File: config.mk
export PLATFORM = sky130hd
export DESIGN_NAME = vga_reg_hex
export DESIGN_NICKNAME = d
export VERILOG_FILES = /design/src/rtl/vga_stream_pkg.sv /design/src/rtl/hex_font_rom.sv /design/src/rtl/vga_reg_hex.sv
export SDC_FILE = /design/constraint.sdc
export NUM_CORES = 1
export LEC_CHECK = 0
export ABC_CLOCK_PERIOD_IN_PS = 5600
export BUFFER_PORTS_ARGS = -buffer_cell sky130_fd_sc_hd__buf_2
export CORE_MARGIN = 2
export CORE_UTILIZATION = 40
export CTS_BUF_LIST = sky130_fd_sc_hd__clkbuf_8
export CTS_CLUSTER_DIAMETER = 50
export CTS_CLUSTER_SIZE = 20
export DETAILED_ROUTE_END_ITERATION = 10
export PLACE_DENSITY = 0.57
export SYNTH_ARGS = -nofsm -noshare
export SYNTH_HDL_FRONTEND = slang
export SYNTH_SLANG_ARGS = --single-unit
File: constraint.sdc
create_clock -name px_clk -period 5.6 [get_ports px_clk]
set_clock_uncertainty 0.05 [all_clocks]
set_input_delay 0 -clock px_clk [delete_from_list [all_inputs] [get_ports px_clk]]
set_output_delay 0 -clock px_clk [all_outputs]
set_load 0.02 [all_outputs]
File: src/rtl/vga_stream_pkg.sv
// Shared layout of the 26-bit overlay pixel stream and screen/glyph constants.
package vga_stream_pkg;
  localparam int STR_W    = 26;
  localparam int ACTIVE   = 0;
  localparam int VS       = 1;
  localparam int HS       = 2;
  localparam int YC_LSB   = 3;
  localparam int XC_LSB   = 13;
  localparam int RGB_LSB  = 23;
  localparam int SCREEN_W = 800;
  localparam int SCREEN_H = 600;
  localparam int GLYPH    = 8;
endpackage

File: src/rtl/hex_font_rom.sv
// Registered 8x8 font for the sixteen hex digits; row 0 is the top, bit 7 the leftmost pixel.
module hex_font_rom (
  input  logic       clk,
  input  logic       rst_n,
  input  logic [3:0] nibble,
  input  logic [2:0] row,
  output logic [7:0] row_bits
);

  function automatic logic [63:0] glyph(input logic [3:0] n);
    case (n)
      4'h0: glyph = 64'h3C666E7666663C00;
      4'h1: glyph = 64'h1838181818187E00;
      4'h2: glyph = 64'h3C66060C30607E00;
      4'h3: glyph = 64'h3C66061C06663C00;
      4'h4: glyph = 64'h0C1C3C6C7E0C0C00;
      4'h5: glyph = 64'h7E607C0606663C00;
      4'h6: glyph = 64'h3C607C6666663C00;
      4'h7: glyph = 64'h7E060C1830303000;
      4'h8: glyph = 64'h3C66663C66663C00;
      4'h9: glyph = 64'h3C66663E060C3800;
      4'hA: glyph = 64'h183C66667E666600;
      4'hB: glyph = 64'h7C66667C66667C00;
      4'hC: glyph = 64'h3C66606060663C00;
      4'hD: glyph = 64'h786C6666666C7800;
      4'hE: glyph = 64'h7E60607860607E00;
      default: glyph = 64'h7E60607860606000;
    endcase
  endfunction

  logic [63:0] w_glyph;
  assign w_glyph = glyph(nibble);

  always_ff @(posedge clk or negedge rst_n) begin
    if (!rst_n) row_bits <= '0;
    else        row_bits <= w_glyph[6'd63 - {row, 3'b000} -: 8];
  end

endmodule

File: src/rtl/vga_reg_hex.sv
// Hex register overlay: draws a double-buffered WIDTH-bit value as WIDTH/4 glyphs into the pixel stream.
// Optional per-digit change highlight: define VGA_REG_HEX_HIGHLIGHT_EN.
module vga_reg_hex
  import vga_stream_pkg::*;
#(
  parameter int         WIDTH       = 16,
  parameter int         ZOOM        = 3,
  parameter int         SEP         = 0,
  parameter logic [2:0] COLOR       = 3'b111,
  parameter logic [2:0] HL_COLOR    = 3'b100,
  parameter int         HOLD_FRAMES = 30
) (
  input  logic             px_clk,
  input  logic             rst_n,
  input  logic [25:0]      strRGB_i,
  input  logic [9:0]       x_pos,
  input  logic [9:0]       y_pos,
  input  logic [WIDTH-1:0] reg_i,
  input  logic             reg_load,
  output logic             reg_ack,
  output logic [25:0]      strRGB_o
);

  localparam int NDIG     = WIDTH / 4;
  localparam int GLYPH_PX = GLYPH << ZOOM;
  localparam int PITCH    = GLYPH_PX + SEP;

  // Handshake: reg_load is a one-cycle strobe with no back-pressure (a later load
  // overwrites pending); reg_ack pulses for one cycle right after pending becomes display.
  logic [WIDTH-1:0] r_pending, r_display;
  logic             r_pend_valid, r_ack;

  logic [9:0]  w_xc, w_yc, w_row_full;
  logic [10:0] w_dx, w_dy;
  logic        w_frame_start, w_swap, w_in_screen, w_row_ok;
  logic [WIDTH-1:0] w_disp_src;

  assign w_xc          = strRGB_i[XC_LSB +: 10];
  assign w_yc          = strRGB_i[YC_LSB +: 10];
  assign w_frame_start = (w_xc == 10'd0) && (w_yc == 10'd0);
  assign w_swap        = w_frame_start && r_pend_valid;
  assign w_dx          = {1'b0, w_xc} - {1'b0, x_pos};
  assign w_dy          = {1'b0, w_yc} - {1'b0, y_pos};
  assign w_row_full    = w_dy[9:0] >> ZOOM;
  assign w_row_ok      = !w_dy[10] && (w_row_full < 10'(GLYPH));
  assign w_in_screen   = (int'(w_xc) < SCREEN_W) && (int'(w_yc) < SCREEN_H);
  // The frame-start pixel already sees the incoming value so the frame is uniform.
  assign w_disp_src    = w_swap ? r_pending : r_display;

  always_ff @(posedge px_clk or negedge rst_n) begin
    if (!rst_n) begin
      r_pending    <= '0;
      r_pend_valid <= 1'b0;
      r_display    <= '0;
      r_ack        <= 1'b0;
    end else begin
      r_ack <= w_swap;
      if (w_swap) begin
        r_display    <= r_pending;
        r_pend_valid <= 1'b0;
      end
      if (reg_load) begin
        r_pending    <= reg_i;
        r_pend_valid <= 1'b1;
      end
    end
  end

  assign reg_ack = r_ack;

`ifdef VGA_REG_HEX_HIGHLIGHT_EN
  localparam int CW = $clog2(HOLD_FRAMES + 1);
  logic [CW-1:0] r_hl_cnt [NDIG];

  always_ff @(posedge px_clk or negedge rst_n) begin
    if (!rst_n) begin
      for (int d = 0; d < NDIG; d++) r_hl_cnt[d] <= '0;
    end else if (w_frame_start) begin
      for (int d = 0; d < NDIG; d++) begin
        if (r_pend_valid && (r_pending[WIDTH-1-4*d -: 4] != r_display[WIDTH-1-4*d -: 4]))
          r_hl_cnt[d] <= CW'(HOLD_FRAMES);
        else if (r_hl_cnt[d] != '0)
          r_hl_cnt[d] <= r_hl_cnt[d] - CW'(1);
      end
    end
  end

  logic w_hl, r1_hl, r2_hl;
`endif

  logic       w_hit;
  logic [3:0] w_nib;
  logic [2:0] w_col;

  // Parallel per-digit window compares; the digit windows never overlap.
  always_comb begin
    w_hit = 1'b0;
    w_nib = '0;
    w_col = '0;
`ifdef VGA_REG_HEX_HIGHLIGHT_EN
    w_hl  = 1'b0;
`endif
    for (int d = 0; d < NDIG; d++) begin
      if (!w_dx[10] && (int'(w_dx[9:0]) >= d * PITCH) &&
          (int'(w_dx[9:0]) < d * PITCH + GLYPH_PX)) begin
        w_hit = w_row_ok && w_in_screen;
        w_nib = w_disp_src[WIDTH-1-4*d -: 4];
        w_col = 3'((w_dx[9:0] - 10'(d * PITCH)) >> ZOOM);
`ifdef VGA_REG_HEX_HIGHLIGHT_EN
        w_hl  = (r_hl_cnt[d] != '0);
`endif
      end
    end
  end

  logic [25:0] r1_str, r2_str;
  logic        r1_hit, r2_hit;
  logic [3:0]  r1_nib;
  logic [2:0]  r1_row, r1_col, r2_col;
  logic [7:0]  w_row_bits;
  logic [2:0]  w_color;

  always_ff @(posedge px_clk or negedge rst_n) begin
    if (!rst_n) begin
      r1_str <= '0;
      r1_hit <= 1'b0;
      r1_nib <= '0;
      r1_row <= '0;
      r1_col <= '0;
      r2_str <= '0;
      r2_hit <= 1'b0;
      r2_col <= '0;
    end else begin
      r1_str <= strRGB_i;
      r1_hit <= w_hit;
      r1_nib <= w_nib;
      r1_row <= w_row_full[2:0];
      r1_col <= w_col;
      r2_str <= r1_str;
      r2_hit <= r1_hit;
      r2_col <= r1_col;
    end
  end

`ifdef VGA_REG_HEX_HIGHLIGHT_EN
  always_ff @(posedge px_clk or negedge rst_n) begin
    if (!rst_n) begin
      r1_hl <= 1'b0;
      r2_hl <= 1'b0;
    end else begin
      r1_hl <= w_hl;
      r2_hl <= r1_hl;
    end
  end
  assign w_color = r2_hl ? HL_COLOR : COLOR;
`else
  assign w_color = COLOR;
`endif

  hex_font_rom u_font (
    .clk      (px_clk),
    .rst_n    (rst_n),
    .nibble   (r1_nib),
    .row      (r1_row),
    .row_bits (w_row_bits)
  );

  always_comb begin
    strRGB_o = r2_str;
    if (r2_hit && r2_str[ACTIVE] && w_row_bits[3'd7 - r2_col])
      strRGB_o[RGB_LSB +: 3] = w_color;
  end

endmodule

==> results.md, run 1 <==
Route:
- The routed wirelength normalized by instance count is 14.1 um.
- For this run, design rule violations remaining after detail routing come to 0.
- The via-per-instance ratio is 5.00.
- In this run, the number of DRC markers left after iteration 0 of detailed routing was 176.
- The total via count in the routed design is 3948.
- Wires add up to 11100 um.
- The detail route stage leaves a number of antenna-violating nets equal to 0.
- The first detailed-routing pass took 5 iterations.

Timing:
- At the pin with the least slew margin, the transition time is 1.07 ns.
- The maximum clock frequency is 0.342 GHz.
- The final critical path time including I/O delays and setup is 2.92 ns.
- In this run the tightest slew margin relative to its limit is 28.8%.
- The worst path setup slack after routing is 2.68 ns.
- The final number of max-transition violations is 0.
- The number of hold violations in the final report is 0.
- For the final routed database, the setup TNS stands at 0 ns.
- The final critical path takes up 52.2% of the cycle.
- Setup repair after global routing left no endpoint under its margin.
- Setup violations remaining at the end of the flow were counted as 0.

Synthesis:
- The cell area after technology mapping is 5380 um^2.
- In this run the biggest area consumer among cell types represents 49.8% of the synthesized area.
- The average cell area after synthesis is 10.7 um^2.
- In the synthesized netlist the dominant register cell turns out to be dfrtp_1.
- In this run, distinct cell masters in the synthesized netlist total 57.
- Yosys printed 0 warnings.
- The synthesized design contains 0 enable-type register cells.
- By area the synthesized netlist is led by dfrtp_1, mux2_2, ha_1, a21oi_1, buf_4.
- Of all flip-flops after synthesis, the portion carrying an async set or reset was 100%.
- The number of synthesized register bits is 107.
- The gate count of the mapped netlist is 503.
- The post-synth net total is 594.
- The synthesized design spends more area on one cell type than any other, namely dfrtp_1.
- The portion of the post-synthesis area used by sequential elements is 49.8%.

Floorplan:
- The area of the core is 13200 um^2.
- The floorplan step defined a die boundary enclosing 14400 um^2.
- The die extent in y is 120 um.
- The starting density of the core is 40.8%.
- The top-level port count is 92.
- The floorplan step set the die width to 120 um.
- The floorplan has 42 rows.

Final layout:
- The synthesis-to-layout area growth is 20.6%.
- Leaving out fill and tap cells, the most frequent cells in the layout are dfrtp_1, buf_2, dlygate4sd3_1, a21oi_1, mux2_2.
- Leaving out fill and tap cells, the most frequent cell in the layout is dfrtp_1.
- The diode insertion count for antenna repair is 0.
- The area of the multi-input gates is 2320 um^2.
- The filler cells instantiated in the layout total 1213.
- Of the cells placed in the final design, the portion with a size suffix greater than 1 is 25.2%.
- At the end of the flow, the number of nets in the layout was 701.
- In the final layout, flip-flops and latches occupy 2680 um^2.

Setup path:
- The most frequent cell on the critical path is inv_1.
- The delay of the slowest cell on the worst path is 0.57 ns.
- The number of buffers and inverters on the critical path is 4.
- The kind of launch point of the worst setup path is an input pin.
- The required time of the worst setup path is 5.84 ns.
- The path type of the worst setup path is input pin to register.
- Measured in cells, the most critical reg-to-reg path has a length of 9.
- The top fanout value on the critical path is 10.
- Data on the critical path arrives at its endpoint at 3.16 ns.
- The worst flop-to-flop path startpoint is r1_nib[1]$_DFF_PN0_.
- Among all stages on the critical path, the largest delay is contributed by xnor2_1.
- Grouping stages by cell kind, the critical path spends the most delay in compound AO/OA/AOI/OAI gates.
- STA classifies the critical path endpoint as a register.
- The worst register-to-register path has a setup slack of 3.10 ns.
- Tracing the worst setup path back leads to its startpoint at strRGB_i[13].
- The signal on the critical path passes through dlygate4sd3_1 -> buf_2 -> inv_1 -> ha_1 -> inv_1 -> fa_1 -> a211o_1 -> a211oi_1 -> nor2_1 -> xnor2_1 -> nand2_1 -> a2bb2oi_1 -> a31oi_2.
- The terminus of the critical flop-to-flop path is u_font.row_bits[4]$_DFF_PN0_.

GRT:
- The initial antenna violation count is 0.
- The aggregate global-route resource usage is 16.5%.
- For this run the aggregate overflow at the end of global routing stands at 0.
- Entering global routing, the biggest net connects 75 pins.
- The first global-routing pass estimated 19000 um of wire.
- The number of global-route vias before repair is 3940.

Place:
- Detailed placement finished with a half-perimeter wire length of 8000 um.
- The number of buffers added on ports is 91.
- Routability-driven placement finished with a final weighted congestion of 0.863.
- The worst slack after detailed placement is 2.93 ns.

Pwr:
- The power density over the cells is 260 nW/um^2.
- The worst IR drop on VDD is 0.000127 V.
- The static leakage power is 3.02 nW.

Clock network:
- The root buffer cell chosen for the clock tree is clkbuf_8.
- For this design, the sink count on the clock tree is 107.
- The clock insertion delay at the later pin of the skew report is 0.37 ns.
- After clock tree synthesis, the clock-pin slew on the worst setup and hold paths is 0.10 ns.
- In this run, post-CTS repair resized a total of 0 instances.
- In this run the number of H-tree levels came out at 3.
- The largest buffer count on any clock path is 2.
- The clock tree from TritonCTS is built.
- TritonCTS created 9 clock buffers.

Hold path:
- The class of the most critical hold timing path is input pin to async pin.

Flow run:
- The tool flagged a number of max-cap violations equal to 0.

Status:
- The run finished with clean final reports.
## cell usage after synthesis (all sizes together) (2+ instances only)
library cell  instances
clkbuf               15
a311oi                5
ha                   25
nor2                 23
buf                  28
a21boi                2
and2                  3
a32oi                 2
xnor2                 4
o211ai                5
mux2                 36
a21oi                37
nand2                32
nor3                  9
o22ai                 3
nor4                  4
nand3                 5
inv                  33
or3                   3
dfrtp               107
o32ai                 2
nand2b               17
a21o                  4
a2bb2oi               3
xor2                  2
o21ai                25
a211oi               10
mux2i                 8
or2                   3
o21a                  6
a221o                 2
o21bai                2
a31oi                 9
nor2b                10
nor3b                 3
or4                   3
## timing repair
item                                   CTS  global route
buffers inserted                         0             0
endpoints found under the hold margin   77             0
hold buffers                            44             0
## flip-flops by register name, indices dropped and copies added, names as in the netlist, 3 cells and up
register         cells
r1_col               3
r1_nib               4
r1_row               3
r1_str              26
r2_col               3
r2_str              26
r_display           16
r_pending           16
u_font.row_bits      6
## layout make-up
class                           count  area share [%]
Timing Repair Buffer              139            14.3
Tap cell                          176            3.39
Clock buffer                       10            2.12
Multi-Input combinational cell    320            35.8
Clock inverter                      5            1.21
Inverter                           33            1.91
Sequential cell                   107            41.3
## worst register-to-register path: stages (launching register included)
cell and delay (ns):
dfrtp_1 0.56, inv_1 0.21, ha_1 0.48, nand2b_1 0.15
a21oi_1 0.20, a211oi_1 0.07, or2_2 0.33, nor3_1 0.17
o21ai_0 0.10, o21ai_0 0.10
## how the worst max path moves through the flow
| stage | endpoint | depth (start not counted) |
|---|---|---|
| after detailed placement | r1_nib[3]$_DFF_PN0_ | 12 |
| after floorplan | u_font.row_bits[4]$_DFF_PN0_ | 10 |
| final | r1_nib[3]$_DFF_PN0_ | 13 |
| after global placement | r1_nib[3]$_DFF_PN0_ | 12 |
| after global routing | r1_nib[3]$_DFF_PN0_ | 13 |
| after CTS | r1_nib[3]$_DFF_PN0_ | 13 |
## stage by stage
step                area [um^2]  utilization, %  hold WS [ns]  std cells  power (mW)
detailed placement         5830            44.2       -0.0861        731        1.18
floorplan                  5380               -        -0.346        503        1.09
CTS                        6490            49.2        0.0294        790        1.71
global route               6490            49.2        0.0666        790        1.80
finish                     6490            49.2        0.0494        790        1.69
global placement           5830            44.2       -0.0915        731        1.17
## routing by layer
layer	share of wire, %	vias up	GRT usage, %	wire length (um)
met5	0	-	0	0
met4	1.5	0	5.59	165
met3	4.9	14	3.80	542
met2	48	115	26.8	5390
met1	45	1864	21.6	5020
li1	-	1955	-	-
## report_power, final
part	internal [mW]	total, mW	switching (mW)
Sequential	0.825	0.876	0.0505
Clock	0.260	0.504	0.244
Combinational	0.151	0.310	0.159
## cell families after synthesis
kind of cell,share of synthesized area [%]
compound gates,15.4
simple gates,11.2
flops,49.8
buf+inv,7.07
mux,9.02
fa+ha+maj,6.19
xor+xnor,1.33
Power figures use the tool's default switching activity.
==> inputs of run 2 (changes only) <==
--- a/config.mk
+++ b/config.mk
@@ -5,7 +5,8 @@
 export SDC_FILE = /design/constraint.sdc
 export NUM_CORES = 1
 export LEC_CHECK = 0
-export ABC_CLOCK_PERIOD_IN_PS = 5600
+export ABC_AREA = 1
+export ABC_CLOCK_PERIOD_IN_PS = 2500
 export BUFFER_PORTS_ARGS = -buffer_cell sky130_fd_sc_hd__buf_2
 export CORE_MARGIN = 2
 export CORE_UTILIZATION = 40
@@ -13,7 +14,7 @@
 export CTS_CLUSTER_DIAMETER = 50
 export CTS_CLUSTER_SIZE = 20
 export DETAILED_ROUTE_END_ITERATION = 10
-export PLACE_DENSITY = 0.57
+export PLACE_DENSITY = 0.59
 export SYNTH_ARGS = -nofsm -noshare
 export SYNTH_HDL_FRONTEND = slang
 export SYNTH_SLANG_ARGS = --single-unit
==> constraint.sdc (replaced) <==
create_clock -name px_clk -period 2.5 [get_ports px_clk]
set_clock_uncertainty 0.05 [all_clocks]
set_input_delay 0 -clock px_clk [delete_from_list [all_inputs] [get_ports px_clk]]
set_output_delay 0 -clock px_clk [all_outputs]
set_load 0.02 [all_outputs]
==> results.md, run 2 <==
GRT:
- The first-pass GRT wire length is 20800 um (+9.3%).
- The maximum number of pins on one net before global-route repair is 68 (-9.3%).
- The aggregate global-route resource usage is 18.4% (+1.9 points).
- The leftover overflow at the end of global routing is 0 (unchanged).
- The number of global-route vias before repair is 4408 (+12%).
- The initial antenna violation count came to 0 (unchanged).

Final layout:
- The number of nets in the finished design is 860 (+23%).
- In the final layout, the registers with the most flip-flops are r1_str x26, r2_str x26.
- The top cell types in the final layout, fill and taps aside, are nand2_1, dfrtp_1, inv_1, buf_2, dlygate4sd3_1.
- Leaving out fill and tap cells, the most frequent cell in the layout is nand2_1.
- The final cell area excluding filler cells is 6660 um^2 (+2.7%).
- The diode insertion count for antenna repair was 0 (unchanged).
- From synthesis to final layout, the design area changed by 23.4%.
- The number of fill cells came to 1282 (+5.7%).
- The number of non-filler instances in the completed layout is 950 (+20%).
- The fraction of layout instances using a drive strength above 1 is 16.3% (-9.0 points).

Synthesis:
- The portion of the post-synthesis area used by sequential elements is 49.6% (-0.20 points).
- The total number of yosys warnings came to 0 (unchanged).
- The most used flip-flop cell after synthesis is dfrtp_1.
- The post-synth net total was 732 (+23%).
- Ranked by total cell area, the synthesized netlist is headed by dfrtp_1, nand2_1, inv_1, ha_1, buf_4.
- The number of synthesized flops with an enable pin is 0 (unchanged).
- The share of the synthesized area in the top cell type is 49.6% (-0.20 points).
- The commonest cells after synthesis are nand2_1, dfrtp_1, inv_1, nor2_1.
- The synthesized-area fraction occupied by and/or/nand/nor cells is 20.6% (+9.4 points).
- The synthesized-area fraction occupied by ao, oa, aoi and oai cells is 11.3% (-4.1 points).
- The share of flip-flops with an asynchronous set or reset after synthesis came to 100% (unchanged).
- After synthesis, the largest family of logic cells by area is simple AND/OR/NAND/NOR gates.
- The number of library cell types mapped by synthesis is 40 (-30%).
- The average cell area after synthesis is 8.43 um^2 (-21%).
- The mux cell area share after synthesis came to 0% (-9.0 points).
- The post-synthesis cell type with the largest combined area is dfrtp_1.
- The post-synthesis adder-cell area fraction came to 6.16% (-0.024 points).
- The number of synthesized register bits is 107 (unchanged).
- The most instantiated library cell after synthesis is nand2_1.
- The gate count of the mapped netlist is 641 (+27%).
- The cell area after technology mapping is 5400 um^2 (+0.40%).
- The post-synthesis share of cell area spent on xor and xnor gates is 1.14% (-0.19 points).

Setup path:
- STA classifies the critical path startpoint as an input pin.
- The top fanout value on the critical path came to 5 (-5).
- The sort of element at the end of the critical path is a register.
- The required time of the worst setup path is 2.77 ns (-3.07 ns).
- The critical path arrival is 2.38 ns (-0.78 ns).
- The path type of the worst setup path is input pin to register.

Pwr:
- The power density over the cells is 557 nW/um^2 (+110%).
- The sequential power share is 51.7% (about the same).
- The combinational group share of total power is 19.4% (+1.0 points).
- The net switching power was 1.17 mW (+160%).
- The cell internal power dissipation is 2.54 mW (+110%).
- The fraction of power consumed by the clock network is 28.9% (-0.9 points).
- The static leakage power is 3.44 nW (+14%).
- The switching share of total power was 31.5% (+4.6 points).
- The worst IR drop on VDD is 0.000363 V (+190%).

Route:
- The count of antenna-violating nets left after detailed routing is 0 (unchanged).
- The via-per-instance ratio is 4.70 (-6.0%).
- The number of design rule violations left after detail routing is 0 (unchanged).
- The total via count in the routed design came to 4463 (+13%).
- The initial DRC count was 249 (+41%).
- The aggregate routed wire length came to 12400 um (+12%).
- The routed wirelength normalized by instance count is 13.1 um (-7.1%).
- The first-pass iteration count of the detailed router is 5 (unchanged).

Flow run:
- The total of max-cap violations came to 0 (unchanged).

Floorplan:
- The full die area is 14400 um^2 (+0.38%).
- The area of the core is 13200 um^2 (unchanged).
- The starting density of the core came to 41.0% (+0.16 points).
- The placement row count is 42 (unchanged).
- The die extent in y was 120 um (+0.19%).
- The die extent in x came to 120 um (+0.19%).
- The top-level port count is 92 (unchanged).

Place:
- The number of placed cells counting well taps came to 876 (+20%).
- The placed cell area is 5880 um^2 (+0.86%).
- The routability congestion estimate is 0.932 (+7.9%).
- The half-perimeter wire length after detailed placement is 9170 um (+15%).
- The worst slack after detailed placement is 0.466 ns (-2.46 ns).
- The number of buffers added on ports came to 91 (unchanged).

Clock network:
- The post-cts sizing count is 0 (unchanged).
- The clock insertion delay at the later pin of the skew report is 0.39 ns (+0.02 ns).
- TritonCTS built the clock tree.
- The clock transition at the registers of the reported paths is 0.11 ns (about the same).
- The quantity of hold-fixing buffers added after cts was 58 (+32%).
- The largest buffer count on any clock path is 2 (unchanged).
- The post-CTS setup buffer count came to 0 (unchanged).
- The clock net sink count is 107 (unchanged).
- The number of buffers created by CTS is 9 (unchanged).
- The H-tree depth reported by CTS came to 3 (unchanged).
- Clock tree synthesis selected as its root buffer the cell clkbuf_8.

Timing:
- The worst slew margin relative to its limit is 62.4% (+34 points).
- The final number of max-transition violations is 0 (unchanged).
- Setup repair after global routing left no endpoint under its margin.
- The worst path setup slack after routing is 0.388 ns (-2.29 ns).
- The period utilization is 84.5%.
- The worst hold slack came to 0.0211 ns (-0.0283 ns).
- The final critical path time including I/O delays and setup is 2.11 ns.
- The number of setup violations in the final report came to 0 (unchanged).
- For this run, the top clock speed supported by timing is 0.473 GHz.
- The number of hold violations in the final report is 0 (unchanged).
- The final total negative setup slack is 0 ns (unchanged).
- The slew at the pin closest to its max-slew limit is 0.562 ns (-0.506 ns).

Hold path:
- In this run the worst hold path is classified as input pin to register.

Status:
- The flow ran to the end, and the final reports show no timing, DRC or antenna violations.
==> run 2: changes by cell type after synthesis, sizes merged, moves of 7 or more <==
cell / change
a211oi: -7
a21oi: -10
clkbuf: -8
inv: +59
mux2: -36
mux2i: -8
nand2: +134
nand2b: -17
nand3: +32
nand4: +8
nor2: +24
nor2b: -10
o21ai: +23
==> run 2: power by group through the flow <==
stage / Clock [mW] / Sequential, mW / Combinational [mW]
2_1_floorplan: 0 / 1.91 / 0.470
3_3_place_gp: 0 / 1.96 / 0.649
3_5_place_dp: 0 / 1.96 / 0.650
4_1_cts: 1.12 / 1.92 / 0.722
5_1_grt: 1.20 / 1.94 / 0.816
6_report: 1.07 / 1.92 / 0.719
==> run 2: stage by stage <==
step	util (%)	power, mW
detailed placement	44.6	2.61
CTS	50.5	3.76
global placement	44.6	2.61
finish	50.5	3.71
floorplan	-	2.38
global route	50.5	3.95
==> run 2: per-layer routing <==
metal	share of wire, %	vias to the layer above	track usage (%)
met5	0	-	0
met4	1.4	0	5.59
met3	3.2	12	3.82
met2	49	94	30.2
met1	46	2078	24.5
li1	-	2279	-
==> run 2: final cells by class <==
type | instances | area [um^2] | area share [%]
Tap cell | 176 | 220 | 3.30
Multi-Input combinational cell | 403 | 2120 | 31.8
Clock buffer | 9 | 124 | 1.86
Clock inverter | 7 | 77.6 | 1.16
Sequential cell | 107 | 2680 | 40.2
Timing Repair Buffer | 155 | 1100 | 16.4
Inverter | 93 | 349 | 5.24
==> run 2: kinds of logic after synthesis <==
group / after synthesis
flops: 107
buf+inv: 131
compound gates: 103
fa+ha+maj: 26
simple gates: 267
xor+xnor: 7
==> run 2: final timing paths <==
path	slack [ns]	cells after the start	start	to
setup / recovery	0.39	15	strRGB_i[13]	r1_nib[3]$_DFF_PN0_
hold / removal	0.02	3	reg_load	r_pending[5]$_DFFE_PN0P_
setup reg to reg	0.44	10	r1_nib[1]$_DFF_PN0_	u_font.row_bits[1]$_DFF_PN0_
hold reg to reg	0.30	0	r1_col[2]$_DFF_PN0_	r2_col[2]$_DFF_PN0_
max in group asynchronous	1.58	3	rst_n	r1_str[19]$_DFF_PN0_
min in group asynchronous	0.08	2	rst_n	r2_str[15]$_DFF_PN0_
==> run 2: worst max-delay path: stages <==
cell and delay (ns):
dlygate4sd3_1 0.53, buf_2 0.14, inv_1 0.05, ha_1 0.13, inv_1 0.08, fa_1 0.41
nand3_1 0.10, nand2_1 0.10, nand3_1 0.12, nand3_1 0.07, nand2_1 0.12, nand3_2 0.15
nor2_2 0.20, nand2_1 0.07, nand4_1 0.11
==> inputs of run 3 (changes only) <==
--- a/config.mk
+++ b/config.mk
@@ -6,7 +6,7 @@
 export NUM_CORES = 1
 export LEC_CHECK = 0
 export ABC_AREA = 1
-export ABC_CLOCK_PERIOD_IN_PS = 2500
+export ABC_CLOCK_PERIOD_IN_PS = 1700
 export BUFFER_PORTS_ARGS = -buffer_cell sky130_fd_sc_hd__buf_2
 export CORE_MARGIN = 2
 export CORE_UTILIZATION = 40
==> constraint.sdc (replaced) <==
create_clock -name px_clk -period 1.7 [get_ports px_clk]
set_clock_uncertainty 0.05 [all_clocks]
set_input_delay 0 -clock px_clk [delete_from_list [all_inputs] [get_ports px_clk]]
set_output_delay 0 -clock px_clk [all_outputs]
set_load 0.02 [all_outputs]
==> results.md, run 3 (synthesis results as in run 2) <==
Flow run:
- The total of max-cap violations came to 0 (unchanged).

Place:
- The number of buffers added on ports is 91 (unchanged).
- The routability congestion estimate came to 0.921 (-1.1%).
- The half-perimeter wire length after detailed placement is 9900 um (+7.9%).

Route:
- The via-per-instance ratio was 4.79 (+1.9%).
- The count of antenna-violating nets left after detailed routing is 0 (unchanged).
- The initial DRC count was 248 (-0.40%).
- The aggregate routed wire length came to 13300 um (+6.8%).
- The routed wirelength normalized by instance count is 13.5 um (+3.1%).
- The number of design rule violations left after detail routing is 0 (unchanged).
- The first-pass iteration count of the detailed router is 4 (-1).
- The total via count in the routed design came to 4710 (+5.5%).

Clock network:
- The clock insertion delay at the later pin of the skew report came to 0.38 ns (about the same).
- The largest buffer count on any clock path is 2 (unchanged).
- The clock net sink count is 107 (unchanged).
- The H-tree depth reported by CTS is 3 (unchanged).
- The cell chosen for the clock root is clkbuf_8.
- The clock transition at the registers of the reported paths came to 0.10 ns (about the same).
- TritonCTS built the clock tree.
- The number of buffers created by CTS is 9 (unchanged).

Pwr:
- The total power is 5.57 mW (+50%).
- The switching share of total power came to 30.7% (-0.77 points).
- The net switching power is 1.71 mW (+46%).
- The combinational group share of total power came to 22.6% (+3.2 points).
- The cell internal power dissipation is 3.86 mW (+52%).
- The static leakage power is 3.70 nW (+7.4%).
- The power density over the cells is 769 nW/um^2 (+38%).
- The worst IR drop on VDD is 0.000473 V (+30%).
- The fraction of power consumed by the clock network is 26.8% (-2.1 points).
- The sequential power share came to 50.6% (-1.1 points).

GRT:
- The initial antenna violation count was 0 (unchanged).
- The maximum number of pins on one net before global-route repair is 40 (-41%).
- The leftover overflow at the end of global routing is 0 (unchanged).
- The first-pass GRT wire length is 21800 um (+4.7%).
- The aggregate global-route resource usage is 19.0% (+0.63 points).
- The number of global-route vias before repair was 4670 (+5.9%).

Floorplan:
- The die extent in x is 120 um (unchanged).
- The placement row count is 42 (unchanged).
- The area of the core is 13200 um^2 (unchanged).
- The top-level port count was 92 (unchanged).
- The starting density of the core came to 41.0% (unchanged).
- The die extent in y is 120 um (unchanged).
- The full die area is 14400 um^2 (unchanged).

Timing:
- Setup repair after global routing could not meet its margin everywhere.
- The final total negative setup slack is -0.00330 ns (-0.00330 ns).
- The slew at the pin closest to its max-slew limit is 0.509 ns (-0.0523 ns).
- The number of hold violations in the final report came to 0 (unchanged).
- The worst slew margin relative to its limit is 66.0% (+3.6 points).
- The maximum clock frequency is 0.587 GHz.
- The number of setup violations in the final report came to 1 (+1).
- The final number of max-transition violations is 0 (unchanged).
- The period utilization is 100%.
- The final critical path time including I/O delays and setup is 1.70 ns.
- The worst hold slack is 0.00586 ns (-0.0153 ns).
- The worst path setup slack after routing is -0.00330 ns (-0.391 ns).

Setup path:
- The delay of the slowest cell on the worst path is 0.48 ns (-0.05 ns).
- The worst setup slack for register-to-register paths is -0.003 ns (-0.44 ns).
- The kind of launch point of the worst setup path is a register.
- The path type of the worst setup path is register to register.
- The buffer and inverter count on the worst path is 3 (-1).
- The required time of the worst setup path is 1.97 ns (-0.80 ns).
- The logic depth of the worst register-to-register path is 10 (unchanged).
- The critical path goes through inv_4 -> buf_4 -> ha_2 -> nand3_2 -> buf_4 -> a31oi_4 -> o21ai_2 -> o21ai_0 -> nand2_1 -> nand2_1.
- The top fanout value on the critical path is 4 (-1).
- The kind of cell adding the most delay to the critical path is flip-flops.
- On the critical path, the stage with the largest delay is an instance of dfrtp_2.
- The critical path arrival was 1.98 ns (-0.40 ns).
- The sort of element at the end of the critical path is a register.
- The number of logic stages on the critical path including buffering is 10 (-5).

Hold path:
- The class of the most critical hold timing path is input pin to register.
- The depth of the worst hold-timing path is 4 (+1).

Final layout:
- The diode insertion count for antenna repair was 0 (unchanged).
- The library cells used most frequently in the layout, excluding fill and tap cells, are nand2_1, dfrtp_1, inv_1, buf_2, dlygate4sd3_1.
- The final design utilization is 54.9% (+4.4 points).
- The largest registers in the layout are r1_str x26, r2_str x26.
- From synthesis to final layout, the design area changed by 34.1%.
- Leaving out fill and tap cells, the most frequent cell in the layout is nand2_1.
- The fraction of layout instances using a drive strength above 1 is 28.2% (+12 points).
- The number of nets in the finished design was 894 (+4.0%).

Status:
- The checks that failed: negative setup slack.
- The run finished, with violations left.
## run 3: changes by cell type in the layout (fill, tap and decap cells not counted), sizes merged
cell and change:
buf +44, clkbuf +2, clkinv -2, clkinvlp +2
dlygate4sd3 -12, dlymetal6s4s +1, inv -1
## run 3: what timing repair did
item                                    CTS  global route
pin swaps                                 8            25
endpoints found under the hold margin   152             1
hold buffers                             46             1
endpoints found under the setup margin    9            15
resized for setup                        33            55
buffers inserted                          3             3
gates cloned                              0             1
## run 3: per-stage QoR
stage | std cells | setup slack [ns] | cell area [um^2]
2_1_floorplan | 641 | 0.00804 | 5420
3_3_place_gp | 914 | -0.125 | 6220
3_5_place_dp | 914 | -0.219 | 6220
4_1_cts | 979 | -0.0322 | 6970
5_1_grt | 984 | -0.120 | 7240
6_report | 984 | -0.00330 | 7240
## run 3: routing by layer
layer	up-vias	part of all wire [%]	global-route usage (%)
li1	2346	-	-
met2	98	49	31.6
met3	22	4.1	4.20
met5	-	0	0
met1	2244	44	24.7
met4	0	2.0	6.25
## run 3: worst paths after layout
check	from	endpoint
min in group asynchronous	rst_n	r1_str[9]$_DFF_PN0_
worst min register to register	r1_str[22]$_DFF_PN0_	r2_str[22]$_DFF_PN0_
worst min-delay path	y_pos[5]	r1_row[2]$_DFF_PN0_
max in group asynchronous	rst_n	r_pending[0]$_DFFE_PN0P_
worst max register to register	r1_nib[0]$_DFF_PN0_	u_font.row_bits[4]$_DFF_PN0_
worst max-delay path	r1_nib[0]$_DFF_PN0_	u_font.row_bits[4]$_DFF_PN0_
## run 3: cell type report
class,count,area (um^2)
repair buffers,189,1430
fillers,1240,5950
well taps,176,220
flip-flops and latches,107,2680
inverters,93,354
clock inverters,6,50.0
clock buffers,10,138
multi-input cells,403,2370
## run 3: power groups by stage
stage                     registers [mW]  clock network, mW  logic [mW]
after floorplan                     2.80                  0       0.691
after global placement              2.86                  0        1.05
after detailed placement            2.86                  0        1.06
after CTS                           2.82               1.54        1.19
after global routing                2.84               1.64        1.41
final                               2.82               1.50        1.26
## run 3: tightest hold or removal path, cell delays in order
cell and delay [ns]:
buf_2 0.10, inv_1 0.08, ha_4 0.15, xor2_1 0.06
